### src/rtl/ui_io_bridge_pkg.sv
// Shared UI IO-window constants: device selects, register offsets, default base address.
// Device codes match the UiController's device select encoding.
package ui_io_bridge_pkg;

  typedef enum logic [1:0] {
    UI_KEY  = 2'd0,
    UI_SW   = 2'd1,
    UI_LEDR = 2'd2,
    UI_HEX  = 2'd3
  } ui_dev_e;

  localparam int NKEYS = 4;

  localparam logic [7:0] OFF_KEY   = 8'h00;
  localparam logic [7:0] OFF_SW    = 8'h04;
  localparam logic [7:0] OFF_LEDR  = 8'h08;
  localparam logic [7:0] OFF_HEX   = 8'h0C;
  localparam logic [7:0] OFF_KEVT  = 8'h10;
  localparam logic [7:0] OFF_KCTRL = 8'h14;
  localparam logic [7:0] OFF_KCNT  = 8'h18;

  localparam logic [31:0] IO_BASE_DEF = 32'hF000_0000;

  // True for the four word offsets forwarded to the UiController.
  function automatic logic is_ui_off(input logic [7:0] off);
    return (off[7:4] == 4'h0) && (off[1:0] == 2'b00);
  endfunction

endpackage

### src/rtl/ui_io_bridge_key_event_capture.sv
// Key-press capture: edge detect, sticky W1C events, saturating per-key counters.
// UI_IRQ_EN adds the irq mask register and registered irq; otherwise both read as 0.
module ui_io_bridge_key_event_capture
  import ui_io_bridge_pkg::*;
#(
  parameter int CNT_W = 8
) (
  input  logic                   i_clk,
  input  logic                   i_rst_n,
  input  logic [NKEYS-1:0]       i_key,
  input  logic                   i_wr_kevt,
  input  logic                   i_wr_kctrl,
  input  logic                   i_wr_kcnt,
  input  logic [NKEYS-1:0]       i_wdat,
  output logic [NKEYS-1:0]       o_kevt,
  output logic [NKEYS-1:0]       o_kctrl,
  output logic [NKEYS*CNT_W-1:0] o_kcnt,
  output logic                   o_irq
);

  logic [NKEYS-1:0] r_key_prev;
  logic [NKEYS-1:0] r_kevt;
  logic             r_armed;
  logic [CNT_W-1:0] r_kcnt [NKEYS];
  logic [NKEYS-1:0] w_press;

  // r_armed masks the first cycle after reset so a key held through release is not a press.
  assign w_press = i_key & ~r_key_prev & {NKEYS{r_armed}};

  always_ff @(posedge i_clk or negedge i_rst_n) begin
    if (!i_rst_n) begin
      r_key_prev <= '0;
      r_armed    <= 1'b0;
      r_kevt     <= '0;
    end else begin
      r_key_prev <= i_key;
      r_armed    <= 1'b1;
      r_kevt     <= (r_kevt & ~(i_wr_kevt ? i_wdat : '0)) | w_press;
    end
  end

  // A clear-write and a press in the same cycle leave the counter at 1.
  always_ff @(posedge i_clk or negedge i_rst_n) begin
    if (!i_rst_n) begin
      for (int i = 0; i < NKEYS; i++) r_kcnt[i] <= '0;
    end else begin
      for (int i = 0; i < NKEYS; i++) begin
        if (i_wr_kcnt)
          r_kcnt[i] <= CNT_W'(w_press[i]);
        else if (w_press[i] && (r_kcnt[i] != '1))
          r_kcnt[i] <= r_kcnt[i] + CNT_W'(1);
      end
    end
  end

  for (genvar g = 0; g < NKEYS; g++) begin : g_pack
    assign o_kcnt[g*CNT_W +: CNT_W] = r_kcnt[g];
  end

  assign o_kevt = r_kevt;

`ifdef UI_IRQ_EN
  logic [NKEYS-1:0] r_kctrl;
  logic             r_irq;

  always_ff @(posedge i_clk or negedge i_rst_n) begin
    if (!i_rst_n) begin
      r_kctrl <= '0;
      r_irq   <= 1'b0;
    end else begin
      if (i_wr_kctrl) r_kctrl <= i_wdat;
      r_irq <= |(r_kevt & r_kctrl);
    end
  end

  assign o_kctrl = r_kctrl;
  assign o_irq   = r_irq;
`else
  logic w_unused_kctrl;
  assign w_unused_kctrl = i_wr_kctrl;
  assign o_kctrl        = '0;
  assign o_irq          = 1'b0;
`endif

endmodule

### src/rtl/ui_io_bridge.sv
// UI IO bridge: comb address decode to UiController, loads registered with latency 1, no backpressure.
// Define UI_IRQ_EN to enable the KCTRL mask register and the key-event irq output.
module ui_io_bridge
  import ui_io_bridge_pkg::*;
#(
  parameter int               DBITS   = 32,
  parameter logic [DBITS-1:0] IO_BASE = DBITS'(IO_BASE_DEF),
  parameter int               CNT_W   = 8
) (
  input  logic             clk,
  input  logic             reset,
  input  logic [DBITS-1:0] memAddr,
  input  logic             memWrtEn,
  input  logic             memRdEn,
  input  logic [DBITS-1:0] memDataIn,
  output logic [DBITS-1:0] memDataOut,
  output logic             memRdValid,
  output logic             memIoSel,
  output logic [1:0]       uiDevice,
  output logic             uiWrtEn,
  output logic [DBITS-1:0] uiIn,
  input  logic [DBITS-1:0] uiOut,
  input  logic [3:0]       keyState,
  output logic             irq
);

  logic [7:0]             w_off;
  logic                   w_io_sel;
  logic                   w_wr;
  logic                   w_rd;
  ui_dev_e                w_dev;
  logic [NKEYS-1:0]       w_kevt;
  logic [NKEYS-1:0]       w_kctrl;
  logic [NKEYS*CNT_W-1:0] w_kcnt;
  logic [DBITS-1:0]       w_rd_mux;
  logic [DBITS-1:0]       r_rd_dat;
  logic                   r_rd_vld;

  assign w_off    = memAddr[7:0];
  assign w_io_sel = (memAddr[DBITS-1:8] == IO_BASE[DBITS-1:8]);
  assign w_dev    = ui_dev_e'(w_off[3:2]);
  assign w_wr     = memWrtEn & w_io_sel;
  assign w_rd     = memRdEn & w_io_sel;

  assign memIoSel = w_io_sel;
  assign uiDevice = w_off[3:2];
  assign uiIn     = memDataIn;
  // Only the output devices accept stores; KEY/SW are read-only on the UiController side.
  assign uiWrtEn  = w_wr & is_ui_off(w_off) & ((w_dev == UI_LEDR) | (w_dev == UI_HEX));

  ui_io_bridge_key_event_capture #(.CNT_W(CNT_W)) u_kec (
    .i_clk      (clk),
    .i_rst_n    (reset),
    .i_key      (keyState),
    .i_wr_kevt  (w_wr & (w_off == OFF_KEVT)),
    .i_wr_kctrl (w_wr & (w_off == OFF_KCTRL)),
    .i_wr_kcnt  (w_wr & (w_off == OFF_KCNT)),
    .i_wdat     (memDataIn[NKEYS-1:0]),
    .o_kevt     (w_kevt),
    .o_kctrl    (w_kctrl),
    .o_kcnt     (w_kcnt),
    .o_irq      (irq)
  );

  always_comb begin
    w_rd_mux = '0;
    case (w_off)
      OFF_KEY, OFF_SW, OFF_LEDR, OFF_HEX: w_rd_mux = uiOut;
      OFF_KEVT:                           w_rd_mux = DBITS'(w_kevt);
      OFF_KCTRL:                          w_rd_mux = DBITS'(w_kctrl);
      OFF_KCNT:                           w_rd_mux = DBITS'(w_kcnt);
      default:                            w_rd_mux = '0;
    endcase
  end

  // Register state is sampled before this edge's updates, so loads see pre-update values.
  always_ff @(posedge clk or negedge reset) begin
    if (!reset) begin
      r_rd_dat <= '0;
      r_rd_vld <= 1'b0;
    end else begin
      r_rd_vld <= w_rd;
      r_rd_dat <= w_rd ? w_rd_mux : '0;
    end
  end

  assign memDataOut = r_rd_dat;
  assign memRdValid = r_rd_vld;

endmodule

### config.mk
export PLATFORM = sky130hd
export DESIGN_NAME = ui_io_bridge
export DESIGN_NICKNAME = d
export VERILOG_FILES = /design/src/rtl/ui_io_bridge_pkg.sv /design/src/rtl/ui_io_bridge_key_event_capture.sv /design/src/rtl/ui_io_bridge.sv
export SDC_FILE = /design/constraint.sdc
export NUM_CORES = 1
export LEC_CHECK = 0
export ABC_AREA = 1
export BUFFER_PORTS_ARGS = -buffer_cell sky130_fd_sc_hd__buf_4
export CAP_MARGIN = 25
export CORE_ASPECT_RATIO = 1.75
export CORE_MARGIN = 4
export CORE_UTILIZATION = 50
export DETAILED_ROUTE_END_ITERATION = 10
export GPL_ROUTABILITY_DRIVEN = 0
export PLACE_DENSITY = 0.86
export SLEW_MARGIN = 25
export SYNTH_ARGS = -nofsm -noshare
export SYNTH_HDL_FRONTEND = slang
export SYNTH_SLANG_ARGS = --single-unit
### constraint.sdc
create_clock -name clk -period 3.05 [get_ports clk]
set_clock_uncertainty 0.15 [all_clocks]
set_input_delay 0.305 -clock clk [delete_from_list [all_inputs] [get_ports clk]]
set_output_delay 0.305 -clock clk [all_outputs]
set_load 0.03 [all_outputs]
==> out/qor.yml, run 1 <==
crit_required_ns: 3.11
antenna_found_initial: 0
grt_usage: 0.211
crit_slowest_cell: "dlygate4sd3_1"
worst_ir_drop_vdd_v: 0.000256
ff_latch_area_mm2: 0.00185
final-setup-viol-count: 0
areaGrowthSynthToFinish_pct: 24.4
cp_cell_sequence: "dlygate4sd3_1 > buf_4 > nand2_1 > nor2_1 > nand3_1 > o21ai_0 > nor2_1"
hp-class: "in -> reg"
core_mm2: 0.00791
diodes: 0
crit_family: "simple AND/OR/NAND/NOR gates"
grt_pass1_vias: 3750
ant_nets: 0
port_buffers: 116
hold_depth: 3
drive_gt1_frac: 0.269
wl_per_cell_um: 14.1
yosysTopAreaCellShare: 0.457
ys_types: 32
arrival_ns: 1.99
synth-seq-cells: 74
finalHoldViolCount: 0
worst_path_largest_cell_delay_ns: 0.52
r2r-start: "u_kec.o_kcnt[16]"
yosysSeqAreaShare: 0.457
postCtsSetupBuffers: 0
syn_area_per_cell_um2: 7.84
fin_hold_ws_ns: 0.0814
vias_per_cell: 5.21
period_needed_ns: 1.92
period_share: 0.631
cts_buffers: 9
worstMarginPinSlew_ns: 0.667
netlist_area_mm2: 0.00406
cts_tree: "yes"
hold_end: "memDataOut[31]"
final_nets: 712
critPathLaunchType: "primary input"
io_pins: 174
overflow: 0
drv_slew: 0
start_util: 0.513
multiInputGateArea_mm2: 0.00168
critPathLaunch: "keyState[3]"
first_pass_iters: 4
grt_pass1_wl_mm: 16.6
clk_latency_ns: 0.33
cp_common_cell: "nor2_1"
rr_endpoint: "u_kec.o_kcnt[23]"
cp-end-kind: "register"
row_count: 43
die_h_um: 127
hp-start: "uiOut[31]"
powerDensity_mw_per_mm2: 527
postSynthCellCount: 517
synth_largest_area_cell: "dfrtp_1"
rr_worst_depth: 10
cts_sinks: 74
max_freq_mhz: 520
die_width_um: 76.1
grt_max_degree: 75
path_buf_inv: 2
cts_max_level: 3
r2r_slack_ns: 1.21
cap_violations: 0
root_buffer: "clkbuf_16"
synthTopCellsByArea: "dfrtp_1 (46%), nand2_1 (15%), buf_4 (6.8%)"
synth_nets: 625
hpwlAfterDp_mm: 7.38
final.setup.tns_ns: 0
max_slew_margin: 0.555
path_depth: 7
num_vias: 3645
fillers: 663
initialDrtViolationCount: 265
rsz0062_at_grt: "false"
leakage_nw: 2.61
worstSetupPathType: "in -> reg"
drc_errors: 0
synth_warnings: 0
outcome: "completed"
clockBufferDepth: 2
routed_wl_mm: 9.86
dieArea_mm2: 0.00967
crit_path_max_fanout: 8
clk_pin_slew_ns: 0.05
-- metal layers --
layer,share of wire,GRT usage
met1,0.35,0.214
met3,0.057,0.0487
met5,0,0
met4,0.044,0.143
met2,0.55,0.377
-- cells in the final DEF, fill, tap and decap left out, drive strengths merged, types with 2 or more instances in the layout --
cell / count
inv: 48
dlygate4sd3: 5
nand2: 162
dfrtp: 74
ha: 4
buf: 118
nand3: 16
clkinv: 2
nor3: 7
conb: 2
nor2: 73
a31oi: 5
a21oi: 43
o21ai: 12
xor2: 3
clkbuf: 14
nand4: 9
and3: 3
o21bai: 4
a21o: 3
-- cells in the mapped netlist, drive strengths merged --
cell / instances
o21bai: 4
nand3b: 1
a31oi: 5
nand4: 9
buf: 46
and3: 3
a21o: 3
clkbuf: 1
conb: 2
inv: 48
dfrtp: 74
nand3: 16
nor3: 7
a21oi: 43
nor3b: 1
nor2: 73
xor2: 3
ha: 4
o21ai: 12
nand2: 162
-- logic make-up (layout without fill, tap and decap cells) --
kind of cell    after synthesis  after routing  synth area share
fa+ha+maj                     4              4            0.0123
buf+inv                      95            187             0.131
compound gates               67             67             0.107
flops                        74             74             0.457
xor+xnor                      3              3           0.00648
other cells                   2              2           0.00185
simple gates                272            272             0.284
-- state kept, by name, summed over array words and instances, names as in the netlist --
name              cells
memRdValid            1
u_kec.o_kevt          4
u_kec.o_kcnt         32
u_kec.r_key_prev      4
u_kec.r_armed         1
memDataOut           32
-- cell type report --
| type | instances | area share |
|---|---|---|
| repair buffers | 123 | 0.186 |
| clock inverters | 2 | 0.00198 |
| well taps | 90 | 0.0223 |
| clock buffers | 14 | 0.0543 |
| multi-input cells | 348 | 0.333 |
| flip-flops and latches | 74 | 0.367 |
| inverters | 48 | 0.0357 |
-- where the power goes --
group          internal, mW  switching, mW  leakage (nW)
combinational         0.205          0.231          1.51
clock                 0.615          0.378         0.143
sequential             1.10          0.134         0.950
-- worst register-to-register path, cell delays in order (launching register included) --
cell and delay, ns:
dfrtp_1 0.42, ha_1 0.24, nand2_1 0.11, nor2_1 0.05, nand2_1 0.11, nand2_2 0.11, nor2_1 0.26, nand2_1 0.11
nand2_1 0.08, nand2_1 0.05, nor2_1 0.09
-- through the flow --
stage / utilization / total power, mW / instances / setup slack, ns / instance area, um2
after floorplan: - / 1.55 / 517 / 1.22 / 4060
after global placement: 0.595 / 1.64 / 678 / 1.19 / 4710
after detailed placement: 0.595 / 1.67 / 678 / 1.10 / 4710
after CTS: 0.638 / 2.67 / 699 / 1.18 / 5040
after global routing: 0.638 / 2.80 / 699 / 0.840 / 5050
final: 0.638 / 2.66 / 699 / 1.13 / 5050
-- worst max-delay path by stage --
| stage | end | slack [ns] |
|---|---|---|
| floorplan | uiWrtEn | 1.22 |
| CTS | u_kec.o_kcnt[23] | 1.18 |
| detailed placement | memDataOut[0] | 1.10 |
| finish | u_kec.o_kcnt[30] | 1.13 |
| global placement | memDataOut[2] | 1.19 |
| global route | u_kec.o_kcnt[30] | 0.84 |
-- what timing repair did --
item                                   CTS  global route
endpoints found under the hold margin   53             0
gates resized for setup                  0             0
hold buffers                             5             0
(Power assumes the default switching activity.)
==> inputs of run 2 (changes only) <==
--- a/config.mk
+++ b/config.mk
@@ -10,10 +10,10 @@
 export CAP_MARGIN = 25
 export CORE_ASPECT_RATIO = 1.75
 export CORE_MARGIN = 4
-export CORE_UTILIZATION = 50
+export CORE_UTILIZATION = 48
 export DETAILED_ROUTE_END_ITERATION = 10
 export GPL_ROUTABILITY_DRIVEN = 0
-export PLACE_DENSITY = 0.86
+export PLACE_DENSITY = 0.83
 export SLEW_MARGIN = 25
 export SYNTH_ARGS = -nofsm -noshare
 export SYNTH_HDL_FRONTEND = slang
==> constraint.sdc (replaced) <==
create_clock -name clk -period 2 [get_ports clk]
set_clock_uncertainty 0.15 [all_clocks]
set_input_delay 0.2 -clock clk [delete_from_list [all_inputs] [get_ports clk]]
set_output_delay 0.2 -clock clk [all_outputs]
set_load 0.03 [all_outputs]
==> run 2 against run 1 <==
  * Sequential cell count is the same
  * Critical path type is now reg -> reg
  * Largest cell class unchanged
  * Core utilization grew 2.0 points
  * Setup slack lost 0.92 ns
  * Largest power group unchanged
  * Sequential share of layout area shrank 2.6 points
==> out/qor.yml, run 2 (synthesis results as in run 1) <==
port_buffers: 116  # unchanged
layout_common_cells: "nand2_1 (158), buf_4 (126), dfrtp_1 (74)"
dieArea_mm2: 0.0100  # +3.8%
worstSetupPathType: "reg -> reg"
hp-start: "memDataIn[2]"
grt_usage: 0.229  # +0.0181
powerDensity_mw_per_mm2: 766  # +45%
max_slew_margin: 0.635  # +0.0798
rsz0062_at_grt: "false"
worstMarginPinSlew_ns: 0.545  # -0.122 ns
leakage_nw: 2.78  # +6.6%
grt_busiest_layer: "met2"
fillers: 682  # +2.9%
grt_max_degree: 31  # -59%
critPathLaunchType: "register"
critPathLaunch: "u_kec.o_kcnt[16]"
worst_ir_drop_vdd_v: 0.000482  # +88%
antenna_found_initial: 0  # unchanged
arrival_ns: 1.91  # -0.08 ns
path_buf_inv: 1  # -1
routed_wl_mm: 11.0  # +12%
hpwlAfterDp_mm: 8.14  # +10%
max_freq_mhz: 557
drc_errors: 0  # unchanged
row_count: 44  # +2.3%
final_common_cell: "nand2_1"
clk_latency_ns: 0.34  # about the same
cap_violations: 0  # unchanged
cts_max_level: 3  # unchanged
root_buffer: "clkbuf_16"
ant_nets: 0  # unchanged
final.setup.tns_ns: 0  # unchanged
die_width_um: 77.5  # +1.8%
cts_sinks: 74  # unchanged
cts_buffers: 9  # unchanged
vias_per_cell: 5.19  # -0.46%
drive_gt1_frac: 0.269  # -0.000360
worst_path_largest_cell_delay_ns: 0.43  # -0.09 ns
clk_pin_slew_ns: 0.05  # about the same
start_util: 0.491  # -0.0217
cts_tree: "yes"
cp_cell_sequence: "ha_1 > nand2_1 > nor2_1 > nand2_1 > nand2_2 > nor2_1 > a21o_1 > inv_1 > nor2_1"
diodes: 0  # unchanged
grt_pass1_vias: 3905  # +4.1%
use_met3: 0.0417  # -0.00694
cp-end-kind: "register"
ff_latch_area_mm2: 0.00185  # unchanged
r2r-start: "u_kec.o_kcnt[16]"
final-setup-viol-count: 0  # unchanged
multiInputGateArea_mm2: 0.00168  # +0.15%
overflow: 0  # unchanged
period_needed_ns: 1.80
drv_slew: 0  # unchanged
dpl-instance-area_mm2: 0.00479  # +1.8%
postCtsSetupBuffers: 0  # unchanged
fin_hold_ws_ns: 0.0301  # -0.0512 ns
outcome: "completed"
crit_path_max_fanout: 6  # -2
crit_slowest_cell: "dfrtp_1"
crit_required_ns: 2.12  # -0.99 ns
grt_use_met2: 0.420  # +0.0425
finalHoldViolCount: 0  # unchanged
io_pins: 174  # unchanged
num_vias: 3836  # +5.2%
core_mm2: 0.00826  # +4.4%
crit_family: "simple AND/OR/NAND/NOR gates"
stdcell_area_mm2: 0.00544  # +7.7%
first_pass_iters: 5  # +1
wl_per_cell_um: 14.9  # +5.6%
clockBufferDepth: 2  # unchanged
grt_pass1_wl_mm: 17.9  # +7.4%
final_nets: 751  # +5.5%
die_h_um: 130  # +1.9%
areaGrowthSynthToFinish_pct: 34.0
grtUsageMet1: 0.235  # +0.0206
hp-class: "in -> reg"
initialDrtViolationCount: 330  # +25%
cp_common_cell: "nor2_1"
period_share: 0.898
## run 2: changes by cell type in the layout (fill, tap and decap cells not counted)
cell,before,now
buf_12,0,1
buf_4,117,126
buf_6,1,0
clkbuf_1,2,1
clkbuf_8,3,4
clkinv_2,2,0
clkinvlp_4,0,1
dlygate4sd3_1,5,35
nor2_1,69,68
nor2_2,2,3
## run 2: layout make-up
type                            count  area share
Clock buffer                       14      0.0523
Sequential cell                    74       0.341
Timing Repair Buffer              162       0.242
Clock inverter                      1     0.00138
Multi-Input combinational cell    348       0.309
Tap cell                           92      0.0212
Inverter                           48      0.0331
## run 2: report_power, final
| part | leakage, nW | internal [mW] | switching [mW] |
|---|---|---|---|
| combinational | 1.69 | 0.356 | 0.371 |
| clock | 0.141 | 0.968 | 0.587 |
| sequential | 0.950 | 1.67 | 0.208 |
| total | 2.78 | 3.00 | 1.17 |
## run 2: through the flow
| stage | power [mW] | utilization | std cells | setup slack, ns |
|---|---|---|---|---|
| after floorplan | 2.36 | - | 517 | 0.381 |
| after global placement | 2.52 | 0.580 | 689 | 0.235 |
| after detailed placement | 2.56 | 0.580 | 689 | 0.177 |
| after CTS | 4.17 | 0.658 | 739 | 0.139 |
| after global routing | 4.38 | 0.658 | 739 | 0.0343 |
| final | 4.16 | 0.658 | 739 | 0.205 |
## run 2: path summary, 6_finish.rpt
check	to	slack (ns)	depth (start not counted)
setup / recovery	u_kec.o_kcnt[20]	0.20	9
hold / removal	u_kec.o_kevt[2]	0.03	4
setup reg to reg	u_kec.o_kcnt[20]	0.20	9
hold reg to reg	u_kec.o_kevt[3]	0.33	2
max in group asynchronous	memDataOut[2]	1.01	3
min in group asynchronous	memDataOut[14]	0.17	2
## run 2: timing repair
item,4_1_cts,5_1_grt
hold buffers,35,0
gates resized for setup,0,1
setup endpoints to repair,0,2
endpoints found under the hold margin,95,0
## run 2: worst register-to-register path: cells and delay by family, from the launching register on
kind | cells | cell delay [ns]
buf+inv | 1 | 0.05
compound gates | 1 | 0.16
simple gates | 6 | 0.71
flops | 1 | 0.43
fa+ha+maj | 1 | 0.23
## run 2: routing by layer
metal / vias up / routed length [um] / part of all wire
met5: - / 0 / 0
met4: 0 / 566 / 0.051
met1: 1748 / 3810 / 0.35
met2: 180 / 5930 / 0.54
met3: 60 / 699 / 0.064
li1: 1848 / - / -
